`src/rtl/lut_fn_eval.sv`:
```
// Programmable N_IN-input boolean function: truth table loaded serially, evaluated with a
// registered valid/ready stage.
module lut_fn_eval #(
  parameter int unsigned               N_IN       = 5,
  parameter logic [(2**N_IN)-1:0]      DEFAULT_TT = '0
) (
  input  logic            clk_i,
  input  logic            rst_ni,
  input  logic            cfg_start_i,
  input  logic            cfg_valid_i,
  input  logic            cfg_bit_i,
  output logic            cfg_done_o,
  output logic            busy_o,
  input  logic            in_valid_i,
  output logic            in_ready_o,
  input  logic [N_IN-1:0] x_i,
  output logic            out_valid_o,
  input  logic            out_ready_i,
  output logic            y_o
);

  localparam int unsigned Depth   = 2 ** N_IN;
  localparam logic [N_IN:0] LastIdx = (N_IN + 1)'(Depth - 1);

  typedef enum logic {StRun, StLoad} state_e;

  state_e            state_q, state_d;
  logic [Depth-1:0]  tt_q, tt_d;
  logic [Depth-1:0]  shadow_q, shadow_d;
  logic [N_IN:0]     cnt_q, cnt_d;
  logic              cfg_done_q, cfg_done_d;
  logic              out_valid_q, out_valid_d;
  logic              y_q, y_d;
  logic              accept;

  // Table load: bits collect in the shadow and only reach tt on the final bit.
  always_comb begin
    state_d    = state_q;
    tt_d       = tt_q;
    shadow_d   = shadow_q;
    cnt_d      = cnt_q;
    cfg_done_d = 1'b0;
    unique case (state_q)
      StRun: begin
        if (cfg_start_i) begin
          state_d = StLoad;
          cnt_d   = '0;
        end
      end
      StLoad: begin
        if (cfg_start_i) begin
          cnt_d = '0;
          if (cfg_valid_i) begin
            shadow_d[0] = cfg_bit_i;
            cnt_d       = (N_IN + 1)'(1);
          end
        end else if (cfg_valid_i) begin
          shadow_d[cnt_q[N_IN-1:0]] = cfg_bit_i;
          cnt_d                     = cnt_q + 1'b1;
          if (cnt_q == LastIdx) begin
            tt_d       = {cfg_bit_i, shadow_q[Depth-2:0]};
            state_d    = StRun;
            cfg_done_d = 1'b1;
          end
        end
      end
      default: state_d = StRun;
    endcase
  end

  assign in_ready_o = (state_q == StRun) && (!out_valid_q || out_ready_i);
  assign accept     = in_valid_i && in_ready_o;

  // Evaluation uses the table as it stands before any same-cycle commit.
  always_comb begin
    out_valid_d = out_valid_q;
    y_d         = y_q;
    if (accept) begin
      y_d         = tt_q[x_i];
      out_valid_d = 1'b1;
    end else if (out_ready_i) begin
      out_valid_d = 1'b0;
    end
  end

  always_ff @(posedge clk_i or negedge rst_ni) begin
    if (!rst_ni) begin
      state_q     <= StRun;
      tt_q        <= DEFAULT_TT;
      shadow_q    <= '0;
      cnt_q       <= '0;
      cfg_done_q  <= 1'b0;
      out_valid_q <= 1'b0;
      y_q         <= 1'b0;
    end else begin
      state_q     <= state_d;
      tt_q        <= tt_d;
      shadow_q    <= shadow_d;
      cnt_q       <= cnt_d;
      cfg_done_q  <= cfg_done_d;
      out_valid_q <= out_valid_d;
      y_q         <= y_d;
    end
  end

  assign busy_o      = (state_q == StLoad);
  assign cfg_done_o  = cfg_done_q;
  assign out_valid_o = out_valid_q;
  assign y_o         = y_q;

endmodule

```
`config.mk`:
```
export PLATFORM = sky130hd
export DESIGN_NAME = lut_fn_eval
export DESIGN_NICKNAME = d
export VERILOG_FILES = /design/src/rtl/lut_fn_eval.sv
export SDC_FILE = /design/constraint.sdc
export NUM_CORES = 1
export LEC_CHECK = 0
export BUFFER_PORTS_ARGS = -buffer_cell sky130_fd_sc_hd__clkbuf_2
export CAP_MARGIN = 20
export CORE_MARGIN = 1.5
export CORE_UTILIZATION = 55
export CTS_BUF_LIST = sky130_fd_sc_hd__clkbuf_8 sky130_fd_sc_hd__clkbuf_16
export CTS_CLUSTER_SIZE = 12
export DETAILED_ROUTE_END_ITERATION = 16
export GPL_TIMING_DRIVEN = 0
export PLACE_DENSITY_LB_ADDON = 0.08
export SLEW_MARGIN = 20
export SYNTH_ARGS = -nofsm -noshare
export SYNTH_HDL_FRONTEND = slang
export SYNTH_SLANG_ARGS = --single-unit
```
`constraint.sdc`:
```
create_clock -name clk_i -period 3.6 [get_ports clk_i]
set_input_delay 1.08 -clock clk_i [delete_from_list [all_inputs] [get_ports clk_i]]
set_output_delay 1.08 -clock clk_i [all_outputs]
set_load 0.01 [all_outputs]
```
### Word level (Yosys, flattened, before mapping)

Index checks and enable logic that the tools add are counted.

| operators by class | value |
|---|---|
| add/sub/neg operators | 1 |
| magnitude comparators | 3 |
| eq/ne operators | 3 |
| muxes and demuxes | 24 |
| bitwise gates (word level) | 2 |
| reduce and logical (&&, ||, !) cells | 10 |

Operator list:

| operator | count |
|---|---|
| $bwmux 32 | 1 |
| $mux 6 | 3 |
| $mux 1 | 16 |
| $lt 5x6->1 const B | 2 |
| $pmux 6 s2 | 1 |
| $add 6x1->6 const B | 1 |
| $eq 6x5->1 const B | 1 |
| $bmux 1 s5 | 1 |
| $demux 1 s5 | 1 |
| $ge 5x1->1 const B | 1 |
| $reduce_and 2->1 | 2 |
| $reduce_and 4->1 | 1 |
| $logic_and 1x1->1 | 3 |
| $ne 3x3->1 const B | 1 |
| $reduce_and 3->1 | 1 |
| $ne 2x2->1 const B | 1 |
| $not 1->1 | 2 |
| $pmux 1 s2 | 1 |
| $reduce_bool 2->1 | 1 |
| $logic_not 1->1 | 1 |
| $logic_or 1x1->1 | 1 |

| word-level totals | value |
|---|---|
| bits in registers | 74 |
| bits of input ports | 12 |
| output and inout port bits | 5 |
| logic and storage cells | 51 |

### Logic depth before layout (Yosys ltp)

Gate-level depths: netlist (run 1).

| logic depth | value |
|---|---|
| depth after elaboration | 7 |
| mapped depth | 6 |
| mapped depth without buffers | 5 |

### Least setup slack after synthesis (run 1)

OpenSTA, ideal clock, no wires.

| timing path | value |
|---|---|
| path kind | input to register |
| start point | input port cfg_start_i |
| end point | register tt_q[10] |
| setup time | 0.125 ns |
| arrival | 2.355 ns |
| data required time | 3.475 ns |
| slack | 1.120 ns |
| stages | 6 |
| buffers on the path | 2 |
| cells stage by stage | buf_2 nor2_4 nand2_4 nor3_4 buf_6 mux2_2 |

| on the way | value |
|---|---|
| word-level cells in the longest chain between the ends | 2 |

RTL lines:

| item | RTL line | source |
|---|---|---|
| start: declaration | 9 | `input logic cfg_start_i,` |
| $not 1->1 (no line) | -- |  |
| $reduce_and 4->1 (no line) | -- |  |
| end signal: assignment | 97 | `tt_q <= tt_d;` |
| end: declaration | 28 | `logic [Depth-1:0] tt_q, tt_d;` |

Every way passes these cells.
A chain may end at the register's enable or synchronous reset.

### Worst setup path after layout (run 1)

| timing path | value |
|---|---|
| start point | input port out_ready_i |
| end point | output port in_ready_o |

| on the way | value |
|---|---|
| word-level cells in the longest chain between the ends | 2 |

RTL lines:

| item | RTL line | source |
|---|---|---|
| start: declaration | 18 | `input logic out_ready_i,` |
| $logic_or 1x1->1 | 71 | `assign in_ready_o = (state_q == StRun) && (!out_valid_q \|\| out_ready_i);` |
| $logic_and 1x1->1 | 71 |  |
| end: declaration | 15 | `output logic in_ready_o,` |

Every way passes these cells.

==> results.toml, run 1 <==
[grt]
grt_pass1_vias = 2073
antenna_found_initial = 0
grt_pass1_wl_um = 10610
grt_usage_pct = 22.40
gr-total-overflow = 0
grt_max_degree = 53

[place]
place_ws_ns = 0.8164
io_buffers = 14
gp_congestion = 0.7808
post_dp_cell_area_um2 = 3551
dp_cells = 359
dpl.hpwl_um = 4610

[synth]
synth_nets = 285
ys_warn_count = 0
synth_top_area_cell = "dfrtp_1"
synth_top_area_share_pct = 54.42
yosys-top-cells-area = "dfrtp_1 54%, mux2_2 21%, mux2i_1 4.8%"
synth_area_per_cell_um2 = 12.48
synthDistinctLibCells = 37
synth_seq_cells = 73
synthCells = 269
synth_seq_area_share_pct = 54.42
netlist_area_um2 = 3357

[sta]
slew_headroom_pct = 61.35
period_needed_ns = 2.590
fin_skew_ns = 0.007659
worstMarginPinSlew_ns = 0.5785
hold_violations = 0
finalSetupViolCount = 0
worst_slack_ns = 1.010
drv_slew = 0
clock.fmax_mhz = 386.1
finalSetupTns_ns = 0
finalCritPeriodShare_pct = 71.95
holdWs_ns = 0.5031
rsz0062_at_grt = "no"

[drt]
drt-initial-drc-count = 108
drc = 0
routed_wl_um = 6532
drtPass1Iterations = 4
vias = 2088
wl_per_cell_um = 17.42
antenna_left = 0
viasPerCell = 5.568

[floorplanning]
io_pins = 17
die_area_um2 = 6581
die_y_um = 81.13
rows = 28
core-area_um2 = 5921
start_util_pct = 56.70
die_w_um = 81.13

[setup_path]
slowest_stage = "a21oi_1"
cp_max_fo = 2
timing.rr.end = "tt_q[15]"
crit_chain = "clkbuf_2 > inv_1 > a21oi_1 > clkbuf_2"
critPathKind = "in -> out"
regToRegSetupSlack_ns = 1.53
reg2reg_from = "busy_o"
crit_top_cell = "clkbuf_2"
rr_worst_depth = 6
end_kind = "output pin"
required_ns = 2.52
crit_arrival_ns = 1.51
crit_path_start_kind = "input port"
critical_path_buf_inv_count = 3
cpPeakStageDelay_ns = 0.16
cp_top_family = "buffers and inverters"

[clock_tree]
clk_pin_slew_ns = 0.07
post_cts_resized = 0
numClockSinks = 73
cts-htree-levels = 3
cts_buffers = 9
clock_latency_ns = 0.34
clockBufferDepth = 2
cts_tree = "built"
cts-hold-fix-buffers = 0
cts_setup_buffers = 0
cts_root_buffer = "clkbuf_8"

[run]
cap_violations = 0

[worst_hold_path]
min_from = "shadow_q[22]"
hold_path_class = "reg -> reg"
whs_endpoint = "tt_q[22]"
holdPathStages = 1

[final_layout]
drive_gt1_share_pct = 34.33
stdcell_count = 375
fillers = 501
fin_area_um2 = 3740
area_growth_pct = 11.41
nNetsFinal = 311
diodes = 0
post-route-util_pct = 63.17

[power]
totalPowerFinal_mw = 1.597
p_per_area_nw_per_um2 = 427.0
irDropWorstVdd_mv = 0.2305
leakage_nw = 1.852

[run_status]
outcome = "finished clean"
## worst max path at each step
stage / from / end / depth (start not counted)
after floorplan: cfg_start_i / tt_q[10] / 6
after global placement: rst_ni / cfg_done_o / 1
after detailed placement: cfg_valid_i / tt_q[15] / 7
after CTS: out_ready_i / in_ready_o / 4
after global routing: out_ready_i / in_ready_o / 4
final: out_ready_i / in_ready_o / 4
## cell usage after synthesis
| library cell | n |
|---|---|
| nor3_1 | 1 |
| buf_2 | 4 |
| dfrtp_1 | 73 |
| nand3b_1 | 2 |
| clkbuf_1 | 4 |
| a41oi_1 | 1 |
| inv_1 | 3 |
| mux2i_1 | 16 |
| or3_1 | 1 |
| nand2_4 | 1 |
| nand2b_1 | 2 |
| and2_1 | 5 |
| mux2_2 | 62 |
| ha_1 | 4 |
| nand3_1 | 5 |
| o21ai_0 | 1 |
| buf_4 | 1 |
| or2_2 | 1 |
| a21oi_1 | 7 |
| nor2b_1 | 2 |
| a211oi_1 | 1 |
| nand4_1 | 3 |
| a21o_1 | 1 |
| buf_6 | 3 |
| nor3b_1 | 3 |
| and3_1 | 1 |
| nand2_1 | 23 |
| xor2_1 | 3 |
| nand2_2 | 1 |
| a22oi_1 | 3 |
| nor2_1 | 25 |
| a31oi_1 | 1 |
| mux2_1 | 1 |
| nor3_4 | 1 |
| nor2_4 | 1 |
| xnor2_1 | 1 |
| a22o_1 | 1 |
## per-layer routing
metal	wire length (um)	track usage, %
met4	110	10.17
met2	3118	33.92
met5	0	0
met3	151	3.820
met1	3151	31.55
## cell type report
cell class / count / area (um2) / share of cell area [%]
Clock inverter: 6 / 51.30 / 1.372
Timing Repair Buffer: 15 / 100.1 / 2.676
Multi-Input combinational cell: 181 / 1443 / 38.57
Sequential cell: 73 / 1827 / 48.85
Clock buffer: 10 / 137.6 / 3.680
Inverter: 3 / 11.26 / 0.3011
Buffer: 12 / 76.32 / 2.041
Tap cell: 75 / 93.84 / 2.509
## cells in the final DEF, fill, tap and decap left out, drive strengths merged
cell type / netlist / routed
a211oi: 1 / 1
a21o: 1 / 1
a21oi: 7 / 7
a22o: 1 / 1
a22oi: 3 / 3
a31oi: 1 / 1
a41oi: 1 / 1
and2: 5 / 5
and3: 1 / 1
buf: 8 / 9
bufinv: 0 / 1
clkbuf: 4 / 28
clkinv: 0 / 2
dfrtp: 73 / 73
ha: 4 / 4
inv: 3 / 6
mux2: 63 / 63
mux2i: 16 / 16
nand2: 25 / 25
nand2b: 2 / 2
nand3: 5 / 5
nand3b: 2 / 2
nand4: 3 / 3
nor2: 26 / 26
nor2b: 2 / 2
nor3: 2 / 2
nor3b: 3 / 3
o21ai: 1 / 1
or2: 1 / 1
or3: 1 / 1
xnor2: 1 / 1
xor2: 3 / 3
## report_power, final
group	total (mW)	switching, mW	internal (mW)
Clock	0.617	0.288	0.329
Combinational	0.120	0.0718	0.0482
Sequential	0.860	0.0139	0.846
## flip-flops by register name, summed over array words and instances, names as in the netlist
signal,flops
cnt_q,6
cfg_done_o,1
busy_o,1
tt_q,32
shadow_q,31
y_o,1
out_valid_o,1
## cells by family (layout without fill, tap and decap cells)
kind of cell               after synthesis  in the layout  synth area share, %
and+or+nand+nor                         78             78                11.52
muxes                                   79             79                25.90
adders and majority gates                4              4                1.491
xor gates and xnor gates                 4              4                1.044
AOI/OAI and AO/OA                       16             16                3.019
buffers and inverters                   15             46                2.609
DFF                                     73             73                54.42
(Power assumes the default switching activity.)
==> run 2: changes to the inputs <==
- clock period: 3.6 -> 2.15 ns (I/O delays scaled with it)
==> run 2 against run 1 <==
  * Combinational power rose by 68%
  * Final cell count rose by 0.53%
  * Largest power group unchanged
  * Clock-buffer cell count did not move
  * Critical endpoint is now tt_q[15]
  * Global-route usage did not move
  * Sequential power rose by 67%
  * Highest routed layer unchanged
  * Critical path type is now reg -> reg
  * Sequential share of layout area fell by 0.36 points
  * Wire length rose by 0.87%
==> results.toml, run 2 (synthesis results as in run 1) <==
[setup_path]
cpPeakStageDelay_ns = 0.47
slowest_stage = "dfrtp_1"
crit_chain = "nand2_2 > nor2_4 > nand2_4 > nor3_4 > buf_12 > buf_6 > mux2_2"
crit_arrival_ns = 2.17
critPathKind = "reg -> reg"
critical_path_buf_inv_count = 2
end_kind = "flip-flop"
required_ns = 2.38
cp_max_fo = 10
cp_top_family = "simple AND/OR/NAND/NOR gates"
crit_path_start_kind = "flip-flop"

[final_layout]
largest_reg_flops = 32
multiInputGateArea_um2 = 1443
nNetsFinal = 313
diodes = 0
stdcell_count = 377
final_common_cell = "dfrtp_1"
area_growth_pct = 12.23
drive_gt1_share_pct = 34.77
post-route-util_pct = 63.63
regMostFlops = "tt_q"
reg.largest.list = "tt_q x32, shadow_q x31, cnt_q x6"
seqCellArea_um2 = 1827
layout_common_cells = "73 x dfrtp_1, 62 x mux2_2, 25 x nor2_1, 23 x nand2_1, 16 x mux2i_1"
fin_area_um2 = 3767
fillers = 496

[floorplanning]
start_util_pct = 56.70
io_pins = 17
die_area_um2 = 6581
rows = 28
die_y_um = 81.13
die_w_um = 81.13
core-area_um2 = 5921

[drt]
routed_wl_um = 6589
antenna_left = 0
drtPass1Iterations = 4
drt-initial-drc-count = 133
viasPerCell = 5.546
drc = 0
wl_per_cell_um = 17.48
vias = 2091

[clock_tree]
cts_root_buffer = "clkbuf_8"
numClockSinks = 73
post_cts_resized = 0
cts_setup_buffers = 0
clk_pin_slew_ns = 0.07
clockBufferDepth = 2
cts-hold-fix-buffers = 0
clock_latency_ns = 0.34
cts-htree-levels = 3
cts_buffers = 9
cts_tree = "built"

[grt]
grt_max_degree = 53
antenna_found_initial = 0
grt_usage_pct = 22.40
gr-total-overflow = 0
grt_pass1_vias = 2073
grt_pass1_wl_um = 10610

[place]
post_dp_cell_area_um2 = 3551
dpl.hpwl_um = 4610
dp_cells = 359
gp_congestion = 0.7808
io_buffers = 14

[sta]
drv_slew = 0
hold_violations = 0
finalCritPeriodShare_pct = 90.31
worstMarginPinSlew_ns = 0.5823
clock.fmax_mhz = 515.0
fin_skew_ns = 0.006474
finalSetupViolCount = 0
slew_headroom_pct = 61.09
period_needed_ns = 1.942
holdWs_ns = 0.2223
rsz0062_at_grt = "no"

[power]
irDropWorstVdd_mv = 0.3860
p_per_area_nw_per_um2 = 710.4
leakage_nw = 1.865
totalPowerFinal_mw = 2.676

[run_status]
outcome = "finished clean"

[run]
cap_violations = 0

[worst_hold_path]
hold_path_class = "in -> async"
[run 2: path summary, 6_finish.rpt]
check                             start  endpoint  slack, ns  depth (start not counted)
max                              busy_o  tt_q[15]       0.21                          7
min                              rst_ni   tt_q[6]       0.22                          1
max reg2reg                      busy_o  tt_q[15]       0.21                          7
min reg2reg                shadow_q[22]  tt_q[22]       0.50                          1
max in group asynchronous        rst_ni    busy_o       1.37                          2
min in group clk_i         shadow_q[22]  tt_q[22]       0.50                          1
[run 2: layout make-up]
class                   instances  area share (%)
plain buffers                  12           2.026
clock buffers                  10           3.653
clock inverters                 6           1.362
inverters                       3          0.2989
multi-input cells             181           38.29
flip-flops and latches         73           48.49
well taps                      75           2.491
repair buffers                 17           3.388
[run 2: stage by stage]
stage          setup WS, ns  setup TNS (ns)
5_1_grt             0.06697               0
3_3_place_gp        -0.1781          -17.06
3_5_place_dp        -0.1986          -4.986
6_report             0.2084               0
2_1_floorplan        0.1054               0
4_1_cts             0.02026               0
[run 2: routing by layer]
layer	vias to the layer above	wire length, um	track usage (%)
met5	-	0	0
met4	0	133	10.17
met3	14	167	3.820
met2	32	3140	33.92
met1	1049	3147	31.55
li1	996	-	-
[run 2: worst register-to-register path: stages (launching register included)]
cell	delay, ns
dfrtp_1	0.47
nand2_2	0.15
nor2_4	0.24
nand2_4	0.11
nor3_4	0.22
buf_12	0.15
buf_6	0.16
mux2_2	0.35
[run 2: power breakdown]
part,total [mW],leakage [nW],switching [mW],internal [mW]
combinational,0.201,0.753,0.121,0.0806
clock,1.04,0.110,0.484,0.552
sequential,1.44,1.00,0.0239,1.42
total,2.68,1.87,0.628,2.05
==> run 3: changes to the inputs <==
==> constraint.sdc (replaced) <==
create_clock -name clk_i -period 2.15 [get_ports clk_i]
set_input_delay 0.215 -clock clk_i [delete_from_list [all_inputs] [get_ports clk_i]]
set_output_delay 0.215 -clock clk_i [all_outputs]
set_load 0.01 [all_outputs]
==> run 3 against run 2 <==
  * First-iteration DRC count is 2.3% higher
  * Non-clock buffer count grew 1
  * Cell area grew 0.27%
  * Power barely moved
  * Clock skew is essentially flat
  * Wire length increased by 0.14%
  * Critical path depth stayed put
  * Sequential share of layout area is 0.13 points lower
  * Fmax about the same
  * Die area unchanged
==> results.toml, run 3 (synthesis results as in run 1) <==
[run_status]
outcome = "finished clean"

[power]
leakage_nw = 1.870
power_frac_seq_pct = 53.8
irDropWorstVdd_mv = 0.3860
clkPwrFrac_pct = 38.7
sw_frac_of_total_pct = 23.47
p_comb_share_pct = 7.6
p_per_area_nw_per_um2 = 709.0
internal_power_mw = 2.049
p_sw_mw = 0.6286

[floorplanning]
io_pins = 17
die_area_um2 = 6581
core-area_um2 = 5921
rows = 28
die_w_um = 81.13
start_util_pct = 56.70
die_y_um = 81.13

[final_layout]
nNetsFinal = 314
multiInputGateArea_um2 = 1443
layout_common_cells = "73 x dfrtp_1, 62 x mux2_2, 25 x nor2_1, 23 x nand2_1, 16 x mux2i_1"
final_common_cell = "dfrtp_1"
seqCellArea_um2 = 1827
regMostFlops = "tt_q"
drive_gt1_share_pct = 34.65
reg.largest.list = "tt_q x32, shadow_q x31, cnt_q x6"
area_growth_pct = 12.52
diodes = 0
post-route-util_pct = 63.80
largest_reg_flops = 32
fillers = 495

[drt]
viasPerCell = 5.548
top_layer_used = "met4"
wl_per_cell_um = 17.46
route.met3.wl_um = 173
antenna_left = 0
vias = 2097
routed_wl_um = 6598
wl_met1_um = 3150
dr_wl_met2_um = 3141
drtPass1Iterations = 4
drt-initial-drc-count = 136
drc = 0

[setup_path]
end_kind = "flip-flop"
required_ns = 2.37
timing.rr.end = "tt_q[21]"
cp_num_cells = 7
crit_arrival_ns = 2.16
critPathKind = "reg -> reg"
cp_top_family = "simple AND/OR/NAND/NOR gates"
crit_path_start_kind = "flip-flop"
cp_max_fo = 10
reg2reg_from = "busy_o"
cpPeakStageDelay_ns = 0.47
crit_chain = "nand2_2 > nor2_4 > nand2_4 > nor3_4 > buf_12 > buf_6 > mux2_2"
rr_worst_depth = 7
regToRegSetupSlack_ns = 0.21
critical_path_buf_inv_count = 2
slowest_stage = "dfrtp_1"

[sta]
hold_violations = 0
period_needed_ns = 1.942
slew_headroom_pct = 61.08
fin_skew_ns = 0.006482
finalCritPeriodShare_pct = 90.32
worstMarginPinSlew_ns = 0.5825
rsz0062_at_grt = "no"
finalSetupTns_ns = 0
clock.fmax_mhz = 514.9
drv_slew = 0
finalSetupViolCount = 0

[grt]
grt_pass1_vias = 2073
antenna_found_initial = 0
gr-total-overflow = 0
grt_pass1_wl_um = 10610
grt_usage_pct = 22.40
grt_max_degree = 53

[clock_tree]
cts_root_buffer = "clkbuf_8"
clock_latency_ns = 0.34
numClockSinks = 73
clockBufferDepth = 2
cts_tree = "built"
post_cts_resized = 0
cts-htree-levels = 3
cts_buffers = 9
clk_pin_slew_ns = 0.07

[worst_hold_path]
min_from = "out_ready_i"
hold_path_class = "in -> reg"
whs_endpoint = "out_valid_o"
holdPathStages = 3

[place]
gp_congestion = 0.7808
io_buffers = 14
dpl.hpwl_um = 4610

[run]
cap_violations = 0
==> run 3: per-layer routing <==
layer	up-vias	global-route usage, %
li1	1000	-
met1	1047	31.55
met2	36	33.92
met3	14	3.820
met4	0	10.17
met5	-	0
==> run 3: worst max path at each step <==
stage,startpoint,to,slack [ns]
global placement,busy_o,tt_q[17],0.06
floorplan,busy_o,tt_q[10],0.38
global route,busy_o,tt_q[28],0.07
detailed placement,busy_o,tt_q[15],0.03
CTS,busy_o,tt_q[15],0.02
finish,busy_o,tt_q[21],0.21
==> run 3: layout make-up <==
type                       instances  share of cell area [%]
clock buffer                      10                   3.644
tap                               75                   2.484
sequential                        73                   48.36
inverter                           3                  0.2981
buffer                            12                   2.021
multi-input combinational        181                   38.19
timing repair buffer              18                   3.644
clock inverter                     6                   1.358
==> run 3: worst reg2reg max path, stage by stage (launching register included) <==
cell,delay [ns]
dfrtp_1,0.47
nand2_2,0.15
nor2_4,0.24
nand2_4,0.11
nor3_4,0.22
buf_12,0.15
buf_6,0.15
mux2_2,0.35
==> run 3: what timing repair did <==
action                                 CTS  global route
hold buffers                             1             0
setup buffers                            0             2
endpoints found under the hold margin   21             0
setup endpoints to repair                0            28
==> run 3: power by group through the flow <==
stage / logic, mW / clock network [mW] / registers (mW)
global route: 0.226 / 1.12 / 1.44
CTS: 0.205 / 1.06 / 1.44
finish: 0.203 / 1.04 / 1.44
global placement: 0.191 / 0 / 1.46
floorplan: 0.120 / 0 / 1.46
detailed placement: 0.202 / 0 / 1.47
==> run 3: through the flow <==
step	power, mW	cell area (um2)	hold WS [ns]	cells	setup slack, ns
2_1_floorplan	1.581	3357	-0.08059	269	0.3838
3_3_place_gp	1.655	3521	0.4688	358	0.05960
3_5_place_dp	1.668	3551	0.1643	359	0.02659
4_1_cts	2.701	3750	0.1314	376	0.02026
5_1_grt	2.785	3777	0.1537	378	0.06697
6_report	2.678	3777	0.1388	378	0.2080
